==> config.mk <==
export PLATFORM = sky130hd
export DESIGN_NAME = sort_run_controller
export DESIGN_NICKNAME = d
export VERILOG_FILES = /design/src/rtl/sort_run_controller.sv
export SDC_FILE = /design/constraint.sdc
export NUM_CORES = 1
export LEC_CHECK = 0
export ABC_CLOCK_PERIOD_IN_PS = 13300
export CAP_MARGIN = 5
export CORE_AREA = 2 2 144 146
export DETAILED_ROUTE_END_ITERATION = 8
export DIE_AREA = 0 0 146 148
export DONT_BUFFER_PORTS = 1
export GPL_ROUTABILITY_DRIVEN = 0
export HOLD_SLACK_MARGIN = 0.05
export MAX_ROUTING_LAYER = met4
export SYNTH_ARGS = -nofsm -noshare
export SYNTH_HDL_FRONTEND = slang
export SYNTH_SLANG_ARGS = --single-unit
==> constraint.sdc <==
create_clock -name clk -period 13.3 [get_ports clk]
set_clock_uncertainty 0.1 [all_clocks]
set_input_delay 2.66 -clock clk [delete_from_list [all_inputs] [get_ports clk]]
set_output_delay 2.66 -clock clk [all_outputs]
set_load 0.1 [all_outputs]
==> src/rtl/sort_run_controller.sv <==
// rtl/sort_run_controller.sv - streams an array into data memory, runs the core, detects halt.
// Optional feature: define RUN_CTRL_TIMEOUT_EN to enable the MAX_CYCLES run limit and the ERR state.
module sort_run_controller #(
  parameter logic [63:0] BASE_ADDR    = 64'h0,
  parameter int          LEN_W        = 8,
  parameter int          CNT_W        = 32,
  parameter int          HALT_CONFIRM = 2,
  parameter int          MAX_CYCLES   = 100000
) (
  input  logic             clk,
  input  logic             reset,
  input  logic             start,
  input  logic [LEN_W-1:0] num_elems,
  input  logic             ld_valid,
  output logic             ld_ready,
  input  logic [63:0]      ld_data,
  output logic             mem_sel,
  output logic             mem_we,
  output logic [63:0]      mem_addr,
  output logic [63:0]      mem_wdata,
  output logic             core_reset,
  input  logic [63:0]      core_pc,
  input  logic [63:0]      core_next_pc,
  output logic             busy,
  output logic             done,
  output logic             error,
  output logic [CNT_W-1:0] cycle_count
);

  typedef enum logic [2:0] {
    S_IDLE,
    S_LOAD,
    S_FLUSH,
    S_RUN,
    S_DONE,
    S_ERR
  } state_t;

  localparam logic [3:0] HALT_LIM = 4'(HALT_CONFIRM);

  if (HALT_CONFIRM < 1 || HALT_CONFIRM > 15 || MAX_CYCLES < 1) begin : g_bad_param
    $error("sort_run_controller: HALT_CONFIRM must be 1..15 and MAX_CYCLES >= 1");
  end

  state_t           state, state_n;
  logic [LEN_W-1:0] index, index_n;
  logic [LEN_W-1:0] len_q, len_n;
  logic [3:0]       halt_cnt, halt_n;
  logic             mem_sel_n, mem_we_n, core_reset_n, busy_n, done_n;
  logic [63:0]      mem_addr_n, mem_wdata_n;
  logic [CNT_W-1:0] cnt_n;
  logic             hs, self_loop, halt_hit;

  assign ld_ready  = (state == S_LOAD);
  assign hs        = ld_valid & ld_ready;
  assign self_loop = (core_pc == core_next_pc);
  assign halt_hit  = self_loop && ((halt_cnt + 4'd1) == HALT_LIM);

`ifdef RUN_CTRL_TIMEOUT_EN
  localparam logic [CNT_W-1:0] MAX_LIM = CNT_W'(MAX_CYCLES);
  logic error_q, error_n;
  assign error = error_q;
`else
  assign error = 1'b0;
`endif

  always_comb begin
    state_n      = state;
    index_n      = index;
    len_n        = len_q;
    halt_n       = halt_cnt;
    mem_sel_n    = mem_sel;
    mem_we_n     = 1'b0;
    mem_addr_n   = mem_addr;
    mem_wdata_n  = mem_wdata;
    core_reset_n = core_reset;
    done_n       = done;
    cnt_n        = cycle_count;
`ifdef RUN_CTRL_TIMEOUT_EN
    error_n      = error_q;
`endif
    case (state)
      S_IDLE, S_DONE, S_ERR: begin
        if (start) begin
          len_n        = num_elems;
          index_n      = '0;
          halt_n       = '0;
          cnt_n        = '0;
          done_n       = 1'b0;
`ifdef RUN_CTRL_TIMEOUT_EN
          error_n      = 1'b0;
`endif
          mem_sel_n    = 1'b1;
          core_reset_n = 1'b1;
          state_n      = (num_elems != '0) ? S_LOAD : S_FLUSH;
        end
      end
      S_LOAD: begin
        if (hs) begin
          mem_we_n    = 1'b1;
          mem_addr_n  = BASE_ADDR + (64'(index) << 3);
          mem_wdata_n = ld_data;
          index_n     = index + 1'b1;
          if (index == len_q - LEN_W'(1)) state_n = S_FLUSH;
        end
      end
      S_FLUSH: begin
        // The last array word is being written this cycle; hand memory to the core next.
        mem_sel_n    = 1'b0;
        core_reset_n = 1'b0;
        state_n      = S_RUN;
      end
      S_RUN: begin
        cnt_n  = (cycle_count == '1) ? cycle_count : cycle_count + 1'b1;
        halt_n = self_loop ? halt_cnt + 4'd1 : 4'd0;
        if (halt_hit) begin
          done_n       = 1'b1;
          core_reset_n = 1'b1;
          state_n      = S_DONE;
        end
`ifdef RUN_CTRL_TIMEOUT_EN
        else if (cnt_n == MAX_LIM) begin
          error_n      = 1'b1;
          core_reset_n = 1'b1;
          state_n      = S_ERR;
        end
`endif
      end
      default: state_n = S_IDLE;
    endcase
    busy_n = (state_n == S_LOAD) || (state_n == S_FLUSH) || (state_n == S_RUN);
  end

  // Data memory itself is outside this block and never sees core_reset, so results persist.
  always_ff @(posedge clk or posedge reset) begin
    if (reset) begin
      state       <= S_IDLE;
      index       <= '0;
      len_q       <= '0;
      halt_cnt    <= '0;
      mem_sel     <= 1'b0;
      mem_we      <= 1'b0;
      mem_addr    <= '0;
      mem_wdata   <= '0;
      core_reset  <= 1'b1;
      busy        <= 1'b0;
      done        <= 1'b0;
      cycle_count <= '0;
`ifdef RUN_CTRL_TIMEOUT_EN
      error_q     <= 1'b0;
`endif
    end else begin
      state       <= state_n;
      index       <= index_n;
      len_q       <= len_n;
      halt_cnt    <= halt_n;
      mem_sel     <= mem_sel_n;
      mem_we      <= mem_we_n;
      mem_addr    <= mem_addr_n;
      mem_wdata   <= mem_wdata_n;
      core_reset  <= core_reset_n;
      busy        <= busy_n;
      done        <= done_n;
      cycle_count <= cnt_n;
`ifdef RUN_CTRL_TIMEOUT_EN
      error_q     <= error_n;
`endif
    end
  end

endmodule

---- After elaboration in Yosys (flattened, before gate mapping) ----
Cells that the tools add are included.
storage, ports and cells
  flip-flop bits (word level) ............. 132
  input bits .............................. 204
cells by class
  add/subtract/negate cells ............... 4
  eq/ne operators ......................... 16
  muxes and demuxes ....................... 23
  bitwise operators ....................... 1
  reduce and logical (&&, ||, !) cells .... 18
operator list
  operator                                          count
  == test 64 bit                                    1
  two-way mux 32 bit                                2
  one-hot mux 32 bit (2 select lines)               1
  adder 32 x 1 -> 32 bit, second input constant     1
  == test 32 bit, second input constant             1
  two-way mux 8 bit                                 2
  one-hot mux 8 bit (2 select lines)                1
  == test 3 x 2 -> 1 bit, second input constant     4
  two-way mux 3 bit                                 4
  one-hot mux 3 bit (4 select lines)                1
  AND reduction 3 bit                               4
  adder 8 x 1 -> 8 bit, second input constant       1
  == test 8 bit                                     1
  two-way mux 4 bit                                 2
  one-hot mux 4 bit (2 select lines)                1
  AND reduction 2 bit                               4
  nonzero test 8 bit                                1
  subtractor 8 x 1 -> 8 bit, second input constant  1
  == test 3 x 1 -> 1 bit, second input constant     2
  == test 3 bit, second input constant              2
  != test 2 bit, second input constant              3
  nonzero test 2 bit                                3
  two-way mux 1 bit                                 5
  adder 4 x 1 -> 4 bit, second input constant       1
  11 further kinds                                  13

---- Logic depth before layout (Yosys ltp) ----
Gate-level depths: netlist of the first run.
  word-level depth ........................ 8
  mapped depth ............................ 9
  depth with buffers taken out ............ 8

---- Least setup slack after synthesis of the first run ----
OpenSTA, ideal clock, no wires.
  path type ............................... reg2out
  start ................................... register state[2]
  end ..................................... output port ld_ready
  data arrival time ....................... 1.903 ns
  data required time ...................... 10.540 ns
  path slack .............................. 8.637 ns
  cell stages (with the launch flop) ...... 3
  buffers on the path ..................... 0
  cell sequence ........................... dfrtp_1 -> nand2b_2 -> nor2_1
on the way
  longest elaborated chain between the ends .. 1
RTL lines
  item                    line  text
  start, declared         45    state_t state, state_n;
  start signal, assigned  153   state <= state_n;
  == test 3 x 1 -> 1 bit  54    assign ld_ready = (state == S_LOAD);
  end, declared           15    output logic ld_ready,
Every way passes these cells.

---- Final worst setup path of the first run ----
  start ................................... input port ld_valid
  end ..................................... register index[7]
on the way
  longest elaborated chain between the ends .. 3
RTL lines
  item                              line  text
  start, declared                   14    input logic ld_valid,
  bitwise AND 1 bit                 55    assign hs = ld_valid & ld_ready;
  != test 2 x 1 -> 1 bit (no line)  n/a
  AND reduction 3 bit (no line)     n/a
  end signal, assigned              154   index <= index_n;
  end, declared                     46    logic [LEN_W-1:0] index, index_n;
Every way passes these cells.
A chain may end at the register's enable or synchronous reset.

==> flow_metrics.py, run 1 <==
metrics = {
    "sta": {
        "setup_violations": 0,
        "fin_crit_sh_pct": 36.5,
        "worst_slack_ns": 8.44,
        "max_slew_margin_pct": 27.4,
        "rsz0062_at_grt": "no",
        "tns_ns": 0,
        "min_period_ns": 4.86,
        "finalHoldViolations": 0,
        "max_freq_mhz": 206,
        "slew_viol_final": 0,
        "worstMarginPinSlew_ns": 1.09,
    },
    "yosys": {
        "async_flop_share_pct": 100,
        "ys.flop_type": "dfrtp_1",
        "synthCells": 640,
        "synth.top_cells.by_area": "dfrtp_1, mux2_2, xnor2_1",
        "postSynthAreaPerCell_um2": 11.0,
        "synth-edff-count": 0,
        "yosysSeqAreaShare_pct": 46.9,
        "netlist.area_leader.share_pct": 46.6,
        "synth_top_area_cell": "dfrtp_1",
        "ys_types": 55,
        "syn-cell-area_um2": 7040,
        "ys_ff_latch": 132,
        "synth_warnings": 0,
    },
    "worst_setup_path": {
        "crit_family": "simple AND/OR/NAND/NOR gates",
        "worstSetupStartpointType": "primary input",
        "cp.arrival_ns": 5.10,
        "crit_type": "primary input to flip-flop",
        "slowest_delay_ns": 0.75,
        "critPathRequiredTime_ns": 13.54,
        "critPathBufInv": 1,
        "end_kind": "flip-flop",
        "crit_fanout": 63,
        "worst_path_max_delay_cell": "buf_4",
        "worstPathCellList": "nor3b_4 > buf_4 > and3_1 > nand4_1 > or3_1 > a21oi_1",
    },
    "clock_tree": {
        "clk-insertion-delay-late_ns": 0.42,
        "clock-sinks": 132,
        "cts.repair.resized": 0,
        "cts_buffer_depth": 2,
        "post_cts_buffers": 0,
        "cts_buffers": 17,
        "holdBufCountCts": 0,
        "clk_pin_slew_ns": 0.06,
        "cts_tree": "yes",
        "htree_num_levels": 4,
        "root_buffer": "clkbuf_16",
    },
    "final_layout": {
        "synthToLayoutAreaGrowth_pct": 9.33,
        "layout_common_cells": "dfrtp_1, xnor2_1, mux2_2",
        "final_nets": 850,
        "n_antenna_cell": 0,
        "drive_gt1_share_pct": 19.9,
        "final_common_cell": "dfrtp_1",
    },
    "global_route": {
        "grt_start_max_net_pins": 77,
        "grt_busiest_layer": "met2",
        "grt_use_met1_pct": 21.9,
        "grt_pass1_vias": 4563,
        "grtUsageTotal_pct": 16.0,
        "gr-total-overflow": 0,
        "met2_usage_pct": 22.9,
        "grt_pass1_wl_um": 26400,
        "use_met3_pct": 4.69,
        "antenna_found_initial": 0,
    },
    "floorplan": {
        "start_util_pct": 35.1,
        "num_rows": 52,
        "core-area_um2": 20000,
        "dieArea_um2": 21600,
        "die_y_um": 148,
        "die_w_um": 146,
        "io_pins": 371,
    },
    "power": {
        "vdd_drop_max_mv": 0.173,
        "cellLeakagePower_nw": 3.24,
        "p_int_mw": 1.00,
        "p_sw_mw": 1.48,
        "pwr-share-clk_pct": 19.4,
        "power_density_nw_per_um2": 322,
        "p_sw_share_pct": 59.5,
        "seqPwrFrac_pct": 63.2,
        "power_frac_comb_pct": 17.4,
    },
    "route": {
        "drt_first_pass_iters": 4,
        "drt_iter0_markers": 255,
        "drc": 0,
        "drt-vias-per-instance": 4.97,
        "wirelength_um": 17000,
        "antenna_left": 0,
        "wire_per_inst_um": 18.4,
        "vias": 4596,
    },
    "placed_design": {
        "place_ws_ns": 7.98,
        "place_hpwl_um": 12700,
        "port_buffers": 0,
    },
    "min_path": {
        "hp-class": "flip-flop to flip-flop",
    },
    "outcome": {
        "status": "finished, final reports clean",
    },
    "job": {
        "maxCapViolCount": 0,
    },
}
## layout make-up
cell class	instances	area (um2)
Sequential cell	132	3300
Inverter	9	38.8
Tap cell	270	338
Multi-Input combinational cell	478	3390
Clock inverter	12	144
Fill cell	2002	12300
Clock buffer	20	457
Timing Repair Buffer	3	22.5
## flip-flops by register name (all words and copies together) (netlist names), 3 cells and up
register,cells
cycle_count,32
halt_cnt,4
index,8
len_q,8
mem_addr,8
mem_wdata,64
state,3
## per-layer routing
metal  share of wire, %  wire [um]  up-vias
li1                   -          -     2129
met1                 44       7530     2289
met2                 46       7880      160
met3                7.7       1300       18
met4                1.4        244        0
met5                  0          0        -
## worst reg2reg max path: cells and delay by family, from the launching register on
| kind | cells | cell delay [ns] |
|---|---|---|
| AOI/OAI and AO/OA | 2 | 0.32 |
| adders and majority gates | 1 | 0.36 |
| DFF | 1 | 1.04 |
| and+or+nand+nor | 4 | 2.04 |
## through the flow
step	hold WS (ns)	utilization (%)	std cells	instance area, um2	total power, mW
finish	0.398	38.4	924	7700	2.48
global route	0.439	38.4	924	7700	2.57
CTS	0.404	38.4	924	7700	2.50
detailed placement	0.391	35.4	892	7100	2.01
global placement	0.381	35.4	892	7100	2.01
floorplan	0.365	-	696	7250	1.93
## Yosys cell counts (2+ instances only)
cell type	number
and2_1	3
and3_2	6
nor4_1	7
buf_4	57
o31ai_1	5
nor3b_4	2
mux2_2	73
or2_2	2
xnor2_1	74
a22oi_1	2
nand4_1	31
xor2_1	26
nand3_4	2
dfrtp_1	131
nand2_1	44
and3_1	8
or4_1	5
clkbuf_1	9
ha_1	5
nor3_1	6
inv_1	9
nand3_1	19
buf_2	8
o21ai_0	14
nor2_1	35
o32ai_1	2
or3_1	8
and4_1	2
a21oi_1	19
## worst paths after layout
| check | from | slack, ns | end | depth (start not counted) |
|---|---|---|---|---|
| setup reg to reg | cycle_count[0] | 9.37 | cycle_count[19] | 7 |
| min in group asynchronous | reset | 2.05 | cycle_count[13] | 1 |
| hold / removal | len_q[7] | 0.40 | len_q[7] | 2 |
| setup / recovery | ld_valid | 8.44 | index[7] | 6 |
| max in group asynchronous | reset | 9.69 | mem_wdata[9] | 2 |
| hold reg to reg | len_q[7] | 0.40 | len_q[7] | 2 |
## cells by family after synthesis
logic type,count (synthesis),synth area share (%)
AOI/OAI and AO/OA,52,4.51
xor gates and xnor gates,100,12.4
adders and majority gates,5,0.888
other,1,0.0533
DFF,132,46.9
muxes,74,11.8
and+or+nand+nor,190,15.4
buffers and inverters,86,8.00
## power by group through the flow
| stage | Combinational [mW] | Sequential, mW | Clock (mW) |
|---|---|---|---|
| after global routing | 0.474 | 1.59 | 0.510 |
| after detailed placement | 0.437 | 1.58 | 0 |
| after CTS | 0.437 | 1.57 | 0.493 |
| after floorplan | 0.408 | 1.52 | 0 |
| after global placement | 0.428 | 1.58 | 0 |
| final | 0.432 | 1.57 | 0.481 |
No activity file was read; power rests on OpenSTA's default activity.
==> run 2: changes to the inputs <==
Settings changed: ABC_CLOCK_PERIOD_IN_PS 13300 to 4700.
Clock period 13.3 ns to 4.7 ns, I/O delays scaled along.
==> flow_metrics.py, run 2 (synthesis gave the netlist of run 1 again) <==
metrics = {
    "route": {
        "drt_iter0_markers": 341,
        "top_layer_used": "met4",
        "drc": 0,
        "vias": 4626,
        "drt_first_pass_iters": 4,
        "wl_met1_um": 7660,
        "wirelength_um": 17000,
        "wl_met3_um": 1420,
        "met2_wirelength_um": 7750,
        "wire_per_inst_um": 18.0,
        "drt-vias-per-instance": 4.88,
        "antenna_left": 0,
    },
    "power": {
        "total_power_mw": 7.05,
        "power_density_nw_per_um2": 895,
        "vdd_drop_max_mv": 0.572,
        "cellLeakagePower_nw": 3.36,
    },
    "final_layout": {
        "n_fill_cell": 1958,
        "drive_gt1_share_pct": 22.9,
        "final_nets": 874,
        "reg.largest.list": "mem_wdata (64), cycle_count (32)",
        "final_common_cell": "dfrtp_1",
        "synthToLayoutAreaGrowth_pct": 11.9,
        "fin_area_um2": 7880,
        "largest_reg_flops": 64,
        "final_cells": 948,
        "layout_common_cells": "dfrtp_1, xnor2_1, mux2_2",
        "regMostFlops": "mem_wdata",
        "n_antenna_cell": 0,
    },
    "sta": {
        "tns_ns": 0,
        "slew_viol_final": 0,
        "max_slew_margin_pct": 27.1,
        "finalHoldViolations": 0,
        "worstMarginPinSlew_ns": 1.09,
        "max_freq_mhz": 332,
        "fin_crit_sh_pct": 64.0,
        "whs_ns": 0.408,
        "min_period_ns": 3.01,
        "setup_violations": 0,
        "rsz0062_at_grt": "no",
    },
    "clock_tree": {
        "htree_num_levels": 4,
        "cts_tree": "yes",
        "cts_buffers": 17,
        "post_cts_buffers": 0,
        "cts.repair.resized": 0,
        "clock-sinks": 132,
        "root_buffer": "clkbuf_16",
        "cts_buffer_depth": 2,
        "holdBufCountCts": 0,
        "clk-insertion-delay-late_ns": 0.42,
        "clk_pin_slew_ns": 0.06,
    },
    "job": {
        "maxCapViolCount": 0,
    },
    "placed_design": {
        "place_hpwl_um": 12900,
        "place_area_um2": 7280,
        "dp.cells": 916,
        "port_buffers": 0,
    },
    "worst_setup_path": {
        "cp.arrival_ns": 1.97,
        "critPathRequiredTime_ns": 3.66,
        "worstSetupStartpointType": "flip-flop",
        "crit_fanout": 5,
        "end_kind": "primary output",
        "crit_type": "flip-flop to primary output",
    },
    "floorplan": {
        "core-area_um2": 20000,
        "dieArea_um2": 21600,
        "io_pins": 371,
        "start_util_pct": 35.1,
        "die_w_um": 146,
        "die_y_um": 148,
        "num_rows": 52,
    },
    "global_route": {
        "antenna_found_initial": 0,
        "grt_start_max_net_pins": 77,
        "gr-total-overflow": 0,
        "grtUsageTotal_pct": 16.0,
        "grt_pass1_vias": 4613,
        "grt_pass1_wl_um": 26200,
    },
    "outcome": {
        "status": "finished, final reports clean",
    },
    "min_path": {
        "hp-class": "primary input to asynchronous set/reset pin",
    },
}
## run 2: cell types whose count changed in the layout (fill, tap and decap cells not counted), sizes merged
cell,delta
buf,+24
clkbuf,-1
clkinvlp,+1
## run 2: area by class of cell
type | instances | area (um2) | share of cell area [%]
clock buffer | 19 | 453 | 5.75
sequential | 132 | 3300 | 42.0
multi-input combinational | 478 | 3390 | 43.1
timing repair buffer | 27 | 203 | 2.57
tap | 270 | 338 | 4.29
inverter | 9 | 38.8 | 0.492
clock inverter | 13 | 145 | 1.84
## run 2: metal layers
layer,up-vias,track usage (%)
met1,2268,21.3
met3,15,6.02
met4,0,4.22
li1,2175,-
met2,168,22.9
met5,-,-
## run 2: where the power goes
group	internal (mW)	total [mW]	switching, mW
sequential	1.49	4.18	2.69
clock	0.817	1.35	0.534
combinational	0.574	1.52	0.946
## run 2: worst paths after layout
kind                            startpoint              end  slack, ns  cells past startpoint
max                               state[2]         ld_ready       1.69                      2
min                                  reset    mem_wdata[40]       0.41                      1
max reg2reg                cycle_count[15]  cycle_count[12]       1.78                      7
min reg2reg                       len_q[7]         len_q[7]       0.41                      2
max in group asynchronous            reset       core_reset       3.16                      2
min in group clk                  len_q[7]         len_q[7]       0.41                      2
## run 2: critical path: stages, from the launching register on
cell and delay, ns:
dfrtp_1 0.41, nand2b_2 0.28, nor2_2 0.86
## run 2: through the flow
step                      setup WS (ns)  utilization [%]
after floorplan                   0.136                -
after global placement             1.73             36.3
after detailed placement           1.73             36.3
after CTS                          1.66             39.3
after global routing               1.54             39.3
final                              1.69             39.3
